### config.mk
export PLATFORM = sky130hd
export DESIGN_NAME = alu_bit_serial_sequencer_flat
export DESIGN_NICKNAME = d
export VERILOG_FILES = /design/src/rtl/alu_bit_serial_sequencer_if.sv /design/src/rtl/alu_bit_serial_sequencer.sv /design/src/flat_wrapper.sv
export SDC_FILE = /design/constraint.sdc
export NUM_CORES = 1
export LEC_CHECK = 0
export ABC_AREA = 1
export BUFFER_PORTS_ARGS = -buffer_cell sky130_fd_sc_hd__buf_4
export CORE_ASPECT_RATIO = 0.75
export CORE_MARGIN = 2
export CORE_UTILIZATION = 41
export DETAILED_ROUTE_END_ITERATION = 6
export GPL_ROUTABILITY_DRIVEN = 0
export PLACE_DENSITY = 0.67
export RECOVER_POWER = 100
export SLEW_MARGIN = 0
export SYNTH_ARGS = -nofsm -noshare
export SYNTH_HDL_FRONTEND = slang
export SYNTH_SLANG_ARGS = --single-unit
### constraint.sdc
create_clock -name clk -period 2.1 [get_ports clk]
set_clock_uncertainty 0.15 [all_clocks]
set_input_delay 0.525 -clock clk [delete_from_list [all_inputs] [get_ports clk]]
set_output_delay 0.525 -clock clk [all_outputs]
set_load 0.02 [all_outputs]
### src/rtl/alu_bit_serial_sequencer_if.sv
// Request, result and one-bit slice signals of the bit-serial ALU sequencer.
// The sequencer uses the master view; the request source, result consumer and slice use the slave view.
interface alu_bit_serial_sequencer_if #(
   parameter int WIDTH = 32
);
   logic             in_valid;
   logic             in_ready;
   logic [5:0]       in_funct;
   logic [WIDTH-1:0] in_a;
   logic [WIDTH-1:0] in_b;
   logic [5:0]       slice_ctl;
   logic             slice_ai;
   logic             slice_bi;
   logic             slice_invb;
   logic             slice_cin;
   logic             slice_sum;
   logic             slice_cout;
   logic             slice_set;
   logic             out_valid;
   logic             out_ready;
   logic [WIDTH-1:0] out_result;
   logic             out_zero;
   logic             out_ovf;
   logic             out_err;

   modport master (
      input  in_valid, in_funct, in_a, in_b,
      input  slice_sum, slice_cout, slice_set,
      input  out_ready,
      output in_ready,
      output slice_ctl, slice_ai, slice_bi, slice_invb, slice_cin,
      output out_valid, out_result, out_zero, out_ovf, out_err
   );

   modport slave (
      output in_valid, in_funct, in_a, in_b,
      output slice_sum, slice_cout, slice_set,
      output out_ready,
      input  in_ready,
      input  slice_ctl, slice_ai, slice_bi, slice_invb, slice_cin,
      input  out_valid, out_result, out_zero, out_ovf, out_err
   );
endinterface

### src/rtl/alu_bit_serial_sequencer.sv
// Bit-serial ALU sequencer: feeds an external one-bit slice LSB-first with a registered
// carry, then assembles the result, applies the SLT correction and returns result/flags.
module alu_bit_serial_sequencer #(
   parameter int WIDTH = 32,
   parameter int CNT_W = 6
) (
   input  logic                          clk,
   input  logic                          rst_n,
   alu_bit_serial_sequencer_if.master    bus
);

   localparam logic [5:0] F_ADD = 6'd32;
   localparam logic [5:0] F_SUB = 6'd34;
   localparam logic [5:0] F_AND = 6'd36;
   localparam logic [5:0] F_OR  = 6'd37;
   localparam logic [5:0] F_SLT = 6'd42;
   localparam logic [CNT_W-1:0] LAST_IDX = CNT_W'(WIDTH - 1);

   typedef enum logic [1:0] {
      ST_IDLE = 2'd0,
      ST_RUN  = 2'd1,
      ST_DONE = 2'd2
   } state_t;

   function automatic logic is_legal(input logic [5:0] f);
      case (f)
         F_ADD, F_SUB, F_AND, F_OR, F_SLT: is_legal = 1'b1;
         default:                          is_legal = 1'b0;
      endcase
   endfunction

   state_t           state_r;
   logic [5:0]       funct_r;
   logic [WIDTH-1:0] a_r;
   logic [WIDTH-1:0] b_r;
   logic [WIDTH-1:0] result_r;
   logic [CNT_W-1:0] idx_r;
   logic             carry_r;
   logic             c_msb_in_r;
   logic             c_msb_out_r;
   logic             set_msb_r;
   logic             in_ready_r;
   logic             out_valid_r;
   logic [WIDTH-1:0] out_result_r;
   logic             out_zero_r;
   logic             out_ovf_r;
   logic             out_err_r;
   logic [5:0]       slice_ctl_r;
   logic             slice_ai_r;
   logic             slice_bi_r;
   logic             slice_invb_r;
   logic             slice_cin_r;

   logic             req_invb_s;
   logic [CNT_W-1:0] next_idx_s;
   logic             ovf_s;
   logic [WIDTH-1:0] done_result_s;
   logic             done_ovf_s;

   assign req_invb_s = (bus.in_funct == F_SUB) || (bus.in_funct == F_SLT);
   assign next_idx_s = idx_r + CNT_W'(1);
   assign ovf_s      = c_msb_in_r ^ c_msb_out_r;

   // Final result and overflow flag from the assembled bits and MSB carries
   always_comb begin
      done_result_s = {WIDTH{1'b0}};
      done_ovf_s    = 1'b0;
      case (funct_r)
         F_ADD, F_SUB: begin
            done_result_s = result_r;
            done_ovf_s    = ovf_s;
         end
         F_AND, F_OR: begin
            done_result_s = result_r;
            done_ovf_s    = 1'b0;
         end
         F_SLT: begin
            // The raw sign of A-B is wrong exactly when the subtraction overflowed.
            done_result_s = {{(WIDTH-1){1'b0}}, set_msb_r ^ ovf_s};
            done_ovf_s    = 1'b0;
         end
         default: begin
            done_result_s = {WIDTH{1'b0}};
            done_ovf_s    = 1'b0;
         end
      endcase
   end

   // Sequencer FSM with registered handshake, slice and result outputs
   always_ff @(posedge clk or negedge rst_n) begin
      if (!rst_n) begin
         state_r      <= ST_IDLE;
         funct_r      <= 6'd0;
         a_r          <= {WIDTH{1'b0}};
         b_r          <= {WIDTH{1'b0}};
         result_r     <= {WIDTH{1'b0}};
         idx_r        <= {CNT_W{1'b0}};
         carry_r      <= 1'b0;
         c_msb_in_r   <= 1'b0;
         c_msb_out_r  <= 1'b0;
         set_msb_r    <= 1'b0;
         in_ready_r   <= 1'b1;
         out_valid_r  <= 1'b0;
         out_result_r <= {WIDTH{1'b0}};
         out_zero_r   <= 1'b0;
         out_ovf_r    <= 1'b0;
         out_err_r    <= 1'b0;
         slice_ctl_r  <= 6'd0;
         slice_ai_r   <= 1'b0;
         slice_bi_r   <= 1'b0;
         slice_invb_r <= 1'b0;
         slice_cin_r  <= 1'b0;
      end else begin
         case (state_r)
            ST_IDLE: begin
               if (bus.in_valid && in_ready_r) begin
                  funct_r    <= bus.in_funct;
                  a_r        <= bus.in_a;
                  b_r        <= bus.in_b;
                  idx_r      <= {CNT_W{1'b0}};
                  carry_r    <= req_invb_s;
                  in_ready_r <= 1'b0;
                  if (is_legal(bus.in_funct)) begin
                     state_r      <= ST_RUN;
                     slice_ctl_r  <= bus.in_funct;
                     slice_ai_r   <= bus.in_a[0];
                     slice_bi_r   <= bus.in_b[0];
                     slice_invb_r <= req_invb_s;
                     slice_cin_r  <= req_invb_s;
                  end else begin
                     state_r <= ST_DONE;
                  end
               end else begin
                  in_ready_r <= 1'b1;
               end
            end
            ST_RUN: begin
               result_r[idx_r] <= bus.slice_sum;
               carry_r         <= bus.slice_cout;
               if (idx_r == LAST_IDX) begin
                  c_msb_in_r   <= carry_r;
                  c_msb_out_r  <= bus.slice_cout;
                  set_msb_r    <= bus.slice_set;
                  state_r      <= ST_DONE;
                  slice_ctl_r  <= 6'd0;
                  slice_ai_r   <= 1'b0;
                  slice_bi_r   <= 1'b0;
                  slice_invb_r <= 1'b0;
                  slice_cin_r  <= 1'b0;
               end else begin
                  idx_r       <= next_idx_s;
                  slice_ai_r  <= a_r[next_idx_s];
                  slice_bi_r  <= b_r[next_idx_s];
                  slice_cin_r <= bus.slice_cout;
               end
            end
            ST_DONE: begin
               if (!out_valid_r) begin
                  out_valid_r  <= 1'b1;
                  out_result_r <= done_result_s;
                  out_zero_r   <= (done_result_s == {WIDTH{1'b0}});
                  out_ovf_r    <= done_ovf_s;
                  out_err_r    <= !is_legal(funct_r);
               end else if (bus.out_ready) begin
                  out_valid_r <= 1'b0;
                  in_ready_r  <= 1'b1;
                  state_r     <= ST_IDLE;
               end else begin
                  out_valid_r <= 1'b1;
               end
            end
            default: begin
               state_r     <= ST_IDLE;
               in_ready_r  <= 1'b1;
               out_valid_r <= 1'b0;
            end
         endcase
      end
   end

   assign bus.in_ready   = in_ready_r;
   assign bus.out_valid  = out_valid_r;
   assign bus.out_result = out_result_r;
   assign bus.out_zero   = out_zero_r;
   assign bus.out_ovf    = out_ovf_r;
   assign bus.out_err    = out_err_r;
   assign bus.slice_ctl  = slice_ctl_r;
   assign bus.slice_ai   = slice_ai_r;
   assign bus.slice_bi   = slice_bi_r;
   assign bus.slice_invb = slice_invb_r;
   assign bus.slice_cin  = slice_cin_r;

endmodule

### src/flat_wrapper.sv
// flat-port wrapper written by rule: the top's interface ports become plain ports
module alu_bit_serial_sequencer_flat 
#(
   parameter int WIDTH = 32,
   parameter int CNT_W = 6
)
  (clk, rst_n, bus_in_valid, bus_in_funct, bus_in_a, bus_in_b, bus_slice_sum, bus_slice_cout, bus_slice_set, bus_out_ready, bus_in_ready, bus_slice_ctl, bus_slice_ai, bus_slice_bi, bus_slice_invb, bus_slice_cin, bus_out_valid, bus_out_result, bus_out_zero, bus_out_ovf, bus_out_err);
  alu_bit_serial_sequencer_if #(.WIDTH(WIDTH)) bus_i ();
  input  logic clk;
  input  logic rst_n;
  input wire logic [$bits(bus_i.in_valid)-1:0] bus_in_valid;
  input wire logic [$bits(bus_i.in_funct)-1:0] bus_in_funct;
  input wire logic [$bits(bus_i.in_a)-1:0] bus_in_a;
  input wire logic [$bits(bus_i.in_b)-1:0] bus_in_b;
  input wire logic [$bits(bus_i.slice_sum)-1:0] bus_slice_sum;
  input wire logic [$bits(bus_i.slice_cout)-1:0] bus_slice_cout;
  input wire logic [$bits(bus_i.slice_set)-1:0] bus_slice_set;
  input wire logic [$bits(bus_i.out_ready)-1:0] bus_out_ready;
  output wire logic [$bits(bus_i.in_ready)-1:0] bus_in_ready;
  output wire logic [$bits(bus_i.slice_ctl)-1:0] bus_slice_ctl;
  output wire logic [$bits(bus_i.slice_ai)-1:0] bus_slice_ai;
  output wire logic [$bits(bus_i.slice_bi)-1:0] bus_slice_bi;
  output wire logic [$bits(bus_i.slice_invb)-1:0] bus_slice_invb;
  output wire logic [$bits(bus_i.slice_cin)-1:0] bus_slice_cin;
  output wire logic [$bits(bus_i.out_valid)-1:0] bus_out_valid;
  output wire logic [$bits(bus_i.out_result)-1:0] bus_out_result;
  output wire logic [$bits(bus_i.out_zero)-1:0] bus_out_zero;
  output wire logic [$bits(bus_i.out_ovf)-1:0] bus_out_ovf;
  output wire logic [$bits(bus_i.out_err)-1:0] bus_out_err;
  assign bus_i.in_valid = bus_in_valid;
  assign bus_i.in_funct = bus_in_funct;
  assign bus_i.in_a = bus_in_a;
  assign bus_i.in_b = bus_in_b;
  assign bus_i.slice_sum = bus_slice_sum;
  assign bus_i.slice_cout = bus_slice_cout;
  assign bus_i.slice_set = bus_slice_set;
  assign bus_i.out_ready = bus_out_ready;
  assign bus_in_ready = bus_i.in_ready;
  assign bus_slice_ctl = bus_i.slice_ctl;
  assign bus_slice_ai = bus_i.slice_ai;
  assign bus_slice_bi = bus_i.slice_bi;
  assign bus_slice_invb = bus_i.slice_invb;
  assign bus_slice_cin = bus_i.slice_cin;
  assign bus_out_valid = bus_i.out_valid;
  assign bus_out_result = bus_i.out_result;
  assign bus_out_zero = bus_i.out_zero;
  assign bus_out_ovf = bus_i.out_ovf;
  assign bus_out_err = bus_i.out_err;
  alu_bit_serial_sequencer #(.WIDTH(WIDTH), .CNT_W(CNT_W)) u_core (.clk(clk), .rst_n(rst_n), .bus(bus_i));
endmodule
# After elaboration in Yosys (flattened, before gate mapping)
# Index checks and enable logic that the tools add are counted.
[totals]
register_bits = 161
in_bits = 77
out_inout_bits = 47
word_cells = 120
[classes]
addsub = 1
n_lt_le_gt_ge = 3
n_eq_ne = 19
muxes = 51
bitwise = 4
reduce_logical = 21
[op_table]
columns = ["cell", "count"]
rows = [
  ["32-bit case mux with 2 select lines", 1],
  ["6-bit == test (second input constant)", 10],
  ["32-bit bitwise mux", 1],
  ["32-bit logical NOT", 1],
  ["6-bit two-way mux", 5],
  ["1-bit two-way mux", 26],
  ["6-bit case mux with 2 select lines", 2],
  ["6-bit less-than comparator (second input constant)", 2],
  ["1-bit case mux with 2 select lines", 6],
  ["1-bit binary-select mux with 5-bit select", 2],
  ["2-bit two-way mux", 5],
  ["5-bit OR reduction", 2],
  ["3-bit AND reduction", 3],
  ["2-bit by 1-bit inequality test with 1-bit output (second input constant)", 4],
  ["2-bit AND reduction", 4],
  ["4-bit AND reduction", 2],
  ["6-bit by 1-bit adder with 6-bit output (second input constant)", 1],
  ["6-bit by 5-bit == test with 1-bit output (second input constant)", 1],
  ["6-bit by 1-bit greater-or-equal comparator with 1-bit output (second input constant)", 1],
  ["2-bit case mux with 3 select lines", 1],
  ["1-bit demux with 5-bit select", 1],
  ["2-bit inequality test (second input constant)", 2],
  ["2-bit OR reduction", 2],
  ["4-bit OR reduction", 1],
  ["other kinds (10)", 13],
]

# Longest topological paths before layout
[logic_depth]
ltp_word = 8
depth_mapped = 12
mapped_depth_nobuf = 11

# Least setup slack after synthesis
# No wires, ideal clock.
[synth_path]
path_kind = "register to register"
from = "register u_core.idx_r[0]"
to = "register u_core.slice_ai_r, in the netlist u_core.bus.slice_ai"
setup_ps = 77
t_arrival_ps = 1963
required_ps = 1873
slack_ps = -90
stages_incl_launch_ff = 13
path_buffers = 3
period_less_slack_ps = 2190
cell_sequence = "dfrtp_1 > inv_1 > clkbuf_1 > ha_1 > buf_2 > inv_1 > buf_4 > nand3_1 > nand3_1 > nand3_1 > nand3_1 > nand3_1 > a21oi_1"
[synth_between]
elab_chain_len = 5
elab_cells_between_ends = 6
cone_classes = "add/sub (1); eq/ne (1); mux (4)"
[synth_lines]
columns = ["item", "line", "text"]
rows = [
  ["start: declaration", "alu_bit_serial_sequencer.sv:37", "logic [CNT_W-1:0] idx_r;"],
  ["start signal: assignment", "alu_bit_serial_sequencer.sv:97", "idx_r <= {CNT_W{1'b0}};"],
  ["start signal: assignment", "alu_bit_serial_sequencer.sv:120", "idx_r <= {CNT_W{1'b0}};"],
  ["start signal: assignment", "alu_bit_serial_sequencer.sv:151", "idx_r <= next_idx_s;"],
  ["6-bit by 1-bit adder with 6-bit output", "alu_bit_serial_sequencer.sv:61", "assign next_idx_s = idx_r + CNT_W'(1);"],
  ["1-bit binary-select mux with 5-bit select", "alu_bit_serial_sequencer.sv:152", "slice_ai_r <= a_r[next_idx_s];"],
  ["1-bit two-way mux (implied by the code)", "alu_bit_serial_sequencer.sv:152", ""],
  ["1-bit two-way mux (*)", "alu_bit_serial_sequencer.sv:140", "if (idx_r == LAST_IDX) begin"],
  ["1-bit case mux with 2 select lines (*)", "alu_bit_serial_sequencer.sv:114", "case (state_r)"],
  ["end signal: assignment", "alu_bit_serial_sequencer.sv:126", "slice_ai_r <= bus.in_a[0];"],
  ["end signal: assignment", "alu_bit_serial_sequencer.sv:152", ""],
  ["end: declaration", "alu_bit_serial_sequencer.sv:49", "logic slice_ai_r;"],
]
# Mark *: on every way between the ends. The rest lies on a longest branch, timed or not. The select of a mux whose other input is x is not followed.
# A chain may end at the register's enable or synchronous reset.

# Worst setup path after layout
[layout_path]
from = "register u_core.state_r[0]"
to = "register u_core.out_result_r[23], in the netlist u_core.bus.out_result[23]"
[layout_between]
elab_chain_len = 2
[layout_lines]
columns = ["item", "line", "text"]
rows = [
  ["start: declaration", "alu_bit_serial_sequencer.sv:32", "state_t state_r;"],
  ["start signal: assignment", "alu_bit_serial_sequencer.sv:92", "state_r <= ST_IDLE;"],
  ["start signal: assignment", "alu_bit_serial_sequencer.sv:124", "state_r <= ST_RUN;"],
  ["start signal: assignment", "alu_bit_serial_sequencer.sv:131", "state_r <= ST_DONE;"],
  ["2-bit == test", "alu_bit_serial_sequencer.sv:114", ""],
  ["2-bit AND reduction (no source line)", "n/a", ""],
  ["end signal: assignment", "alu_bit_serial_sequencer.sv:104", "out_result_r <= {WIDTH{1'b0}};"],
  ["end signal: assignment", "alu_bit_serial_sequencer.sv:160", "out_result_r <= done_result_s;"],
  ["end: declaration", "alu_bit_serial_sequencer.sv:44", "logic [WIDTH-1:0] out_result_r;"],
]
# No other way between the ends.

==> reports/metrics.cfg <==
[detailed_routing]
drc_errors=0
viasPerCell=4.96
drtIter0Drc=617
wl_per_cell_um=14.7
drt-pass1-iter-count=5
ant_nets=0
wl_um=18500
vias=6226

[setup_path]
path_common_cell=nand2_1
setup.worst_path.class=reg -> reg
crit_required_ps=2260
endpoint=u_core.bus.out_result[23]$_DFFE_PN0P_
cp.arrival_ps=2120
crit_start=u_core.state_r[0]$_DFFE_PN0P_
rrSetupSlack_ps=140
crit_cells=7
setup.worst_path.start_class=flop
path_buf_inv=3
cp_slowest_cell=dfrtp_1
crit_fanout=23
worstSetupEndpointType=flop
crit_chain=inv_2 > nand2_1 > nor2_1 > inv_1 > buf_4 > nand2_1 > nand2_1
r2r_cells=7
r2r_end=u_core.bus.out_result[23]$_DFFE_PN0P_
critPathMaxStageDelay_ps=400
cp_top_family=buffers and inverters
timing.rr.start=u_core.state_r[0]$_DFFE_PN0P_

[logic_synthesis]
synth_edf_count=0
syn_area_um2=7390
syn_nets=956
ys_async_sr_fraction_pct=100
synth-seq-cells=161
yosys_most_used_dff=dfrtp_1
netlist_instances=875
synth_warnings=0
yosysUniqueCellTypes=36
avgSynthCellArea_um2=8.45
ys_seq_area_share_pct=54.5

[power]
power.density_nw_per_um2=1270
p_leak_nw=4.45
power_mw=11.6
vdd_drop_max_v=0.000484

[sta]
rsz0062_at_grt=false
hold_viol_final=0
slew_headroom_pct=45.1
fmax_mhz=511
setup_ws_ps=144
setup_viol=0
finalCritPeriodShare_pct=93.1
period_minus_slack_ps=1960
tns_ps=0
worst_pin_slew_ps=823
slew_violations=0

[die]
die_w_um=159
initial_utilization_pct=41.9
die_h_um=120
rows=42
coreArea_um2=17700
io_pins=124
die_area_um2=19100

[clock_tree]
tritoncts=done
clock_path_buffers=2
cts_sinks=161
htreeDepth=4
clk_pin_slew_ps=60
numCtsBuffers=17
cts_root_buf=clkbuf_16
clock_latency_ps=430

[global_routing]
grt_pass1_vias=5900
grt_usage_pct=20.0
antenna_found_initial=0
gr-total-overflow=0
grt_pass1_wl_um=30600
grt_max_degree=139

[placed_design]
io_buffers=123
dp_hpwl_um=13200
preCtsSetupSlack_ps=99.7
place_area_um2=8700

[run_status]
status=finished, final reports clean

[cells_and_area]
finalNetCount=1083
layout_commonest_cell=nand2_1
n_antenna_cell=0
final_layout_size_suffix_gt1_share_pct=16.1
final_cell_mix=239 x nand2_1, 160 x dfrtp_1, 106 x inv_1
design_area_um2=9140
syn_to_final_growth_pct=23.7

[job]
drv_cap=0

[hold_path]
worstHoldPathType=in -> reg

## worst min-delay path: stages
cell and delay, ps:
buf_4 70, nand2_1 40, o21ai_0 50
## layer usage
metal,vias to the layer above,global-route usage (%),share of wire [%]
li1,3100,-,-
met1,2946,31.5,53
met2,166,26.8,40
met5,-,0,0
met3,14,5.39,6.0
met4,0,5.40,0.93
## metrics by stage
stage	utilization, %	instances	hold slack, ps
after floorplan	-	875	79.4
after global placement	49.3	1224	284
after detailed placement	49.3	1224	287
after CTS	53.0	1256	142
after global routing	51.8	1256	154
final	51.8	1256	149
## repair_timing
action,CTS,global route
hold buffers,1,0
setup endpoints to repair,0,2
resized for setup,0,4
buffers inserted,0,0
hold endpoints to repair,27,0
## area by class of cell
class	count	area [µm²]
timing repair buffer	150	1010
inverter	116	435
sequential	161	4030
clock inverter	9	154
fill	1727	8510
clock buffer	22	484
multi-input combinational	556	2730
tap	242	303
## registers in the layout, indices dropped and copies added (netlist names), 2 cells and up
register               flops
u_core.result_r           32
u_core.state_r             2
u_core.bus.out_result     32
u_core.funct_r             6
u_core.b_r                32
u_core.idx_r               6
u_core.a_r                32
u_core.bus.slice_ctl       6
## cells in the mapped netlist, drive strengths merged, types with 4 or more instances
| library cell | number | area (µm²) |
|---|---|---|
| nand4 | 5 | 31.3 |
| clkbuf | 13 | 48.8 |
| ha | 4 | 50.1 |
| nor3 | 7 | 71.3 |
| o31ai | 9 | 67.6 |
| nor2 | 26 | 148 |
| nand2 | 241 | 910 |
| dfrtp | 160 | 4000 |
| nand3 | 86 | 435 |
| a31oi | 29 | 181 |
| inv | 116 | 435 |
| buf | 29 | 151 |
| o22ai | 4 | 25.0 |
| o21ai | 95 | 475 |
| a21oi | 34 | 170 |
## worst min-delay path by stage
stage                startpoint                         end  slack [ps]  cells past startpoint
CTS                 bus_in_b[5]   u_core.b_r[5]$_DFFE_PN0P_         140                      3
detailed placement        rst_n  u_core.a_r[29]$_DFFE_PN0P_         290                      1
finish              bus_in_b[5]   u_core.b_r[5]$_DFFE_PN0P_         150                      3
global route        bus_in_a[5]   u_core.a_r[5]$_DFFE_PN0P_         150                      3
floorplan                 rst_n   u_core.a_r[0]$_DFFE_PN0P_          80                      0
global placement          rst_n  u_core.a_r[28]$_DFFE_PN0P_         280                      1
## where the power goes
part	leakage, nW	total (mW)	switching [mW]	internal, mW
sequential	1.94	4.40	0.379	4.02
clock	0.308	3.32	1.21	2.11
combinational	2.20	3.86	2.59	1.27
total	4.45	11.6	4.18	7.40
## cells by family (layout without fill, tap and decap cells)
family / Yosys count / in the layout / share of synthesized area (%)
compound gates: 179 / 179 / 13.3
xor+xnor: 4 / 4 / 0.779
fa+ha+maj: 4 / 4 / 0.677
buf+inv: 158 / 297 / 8.60
flops: 161 / 161 / 54.5
mux: 3 / 3 / 0.406
simple gates: 366 / 366 / 21.7
Power figures use the tool's default switching activity.
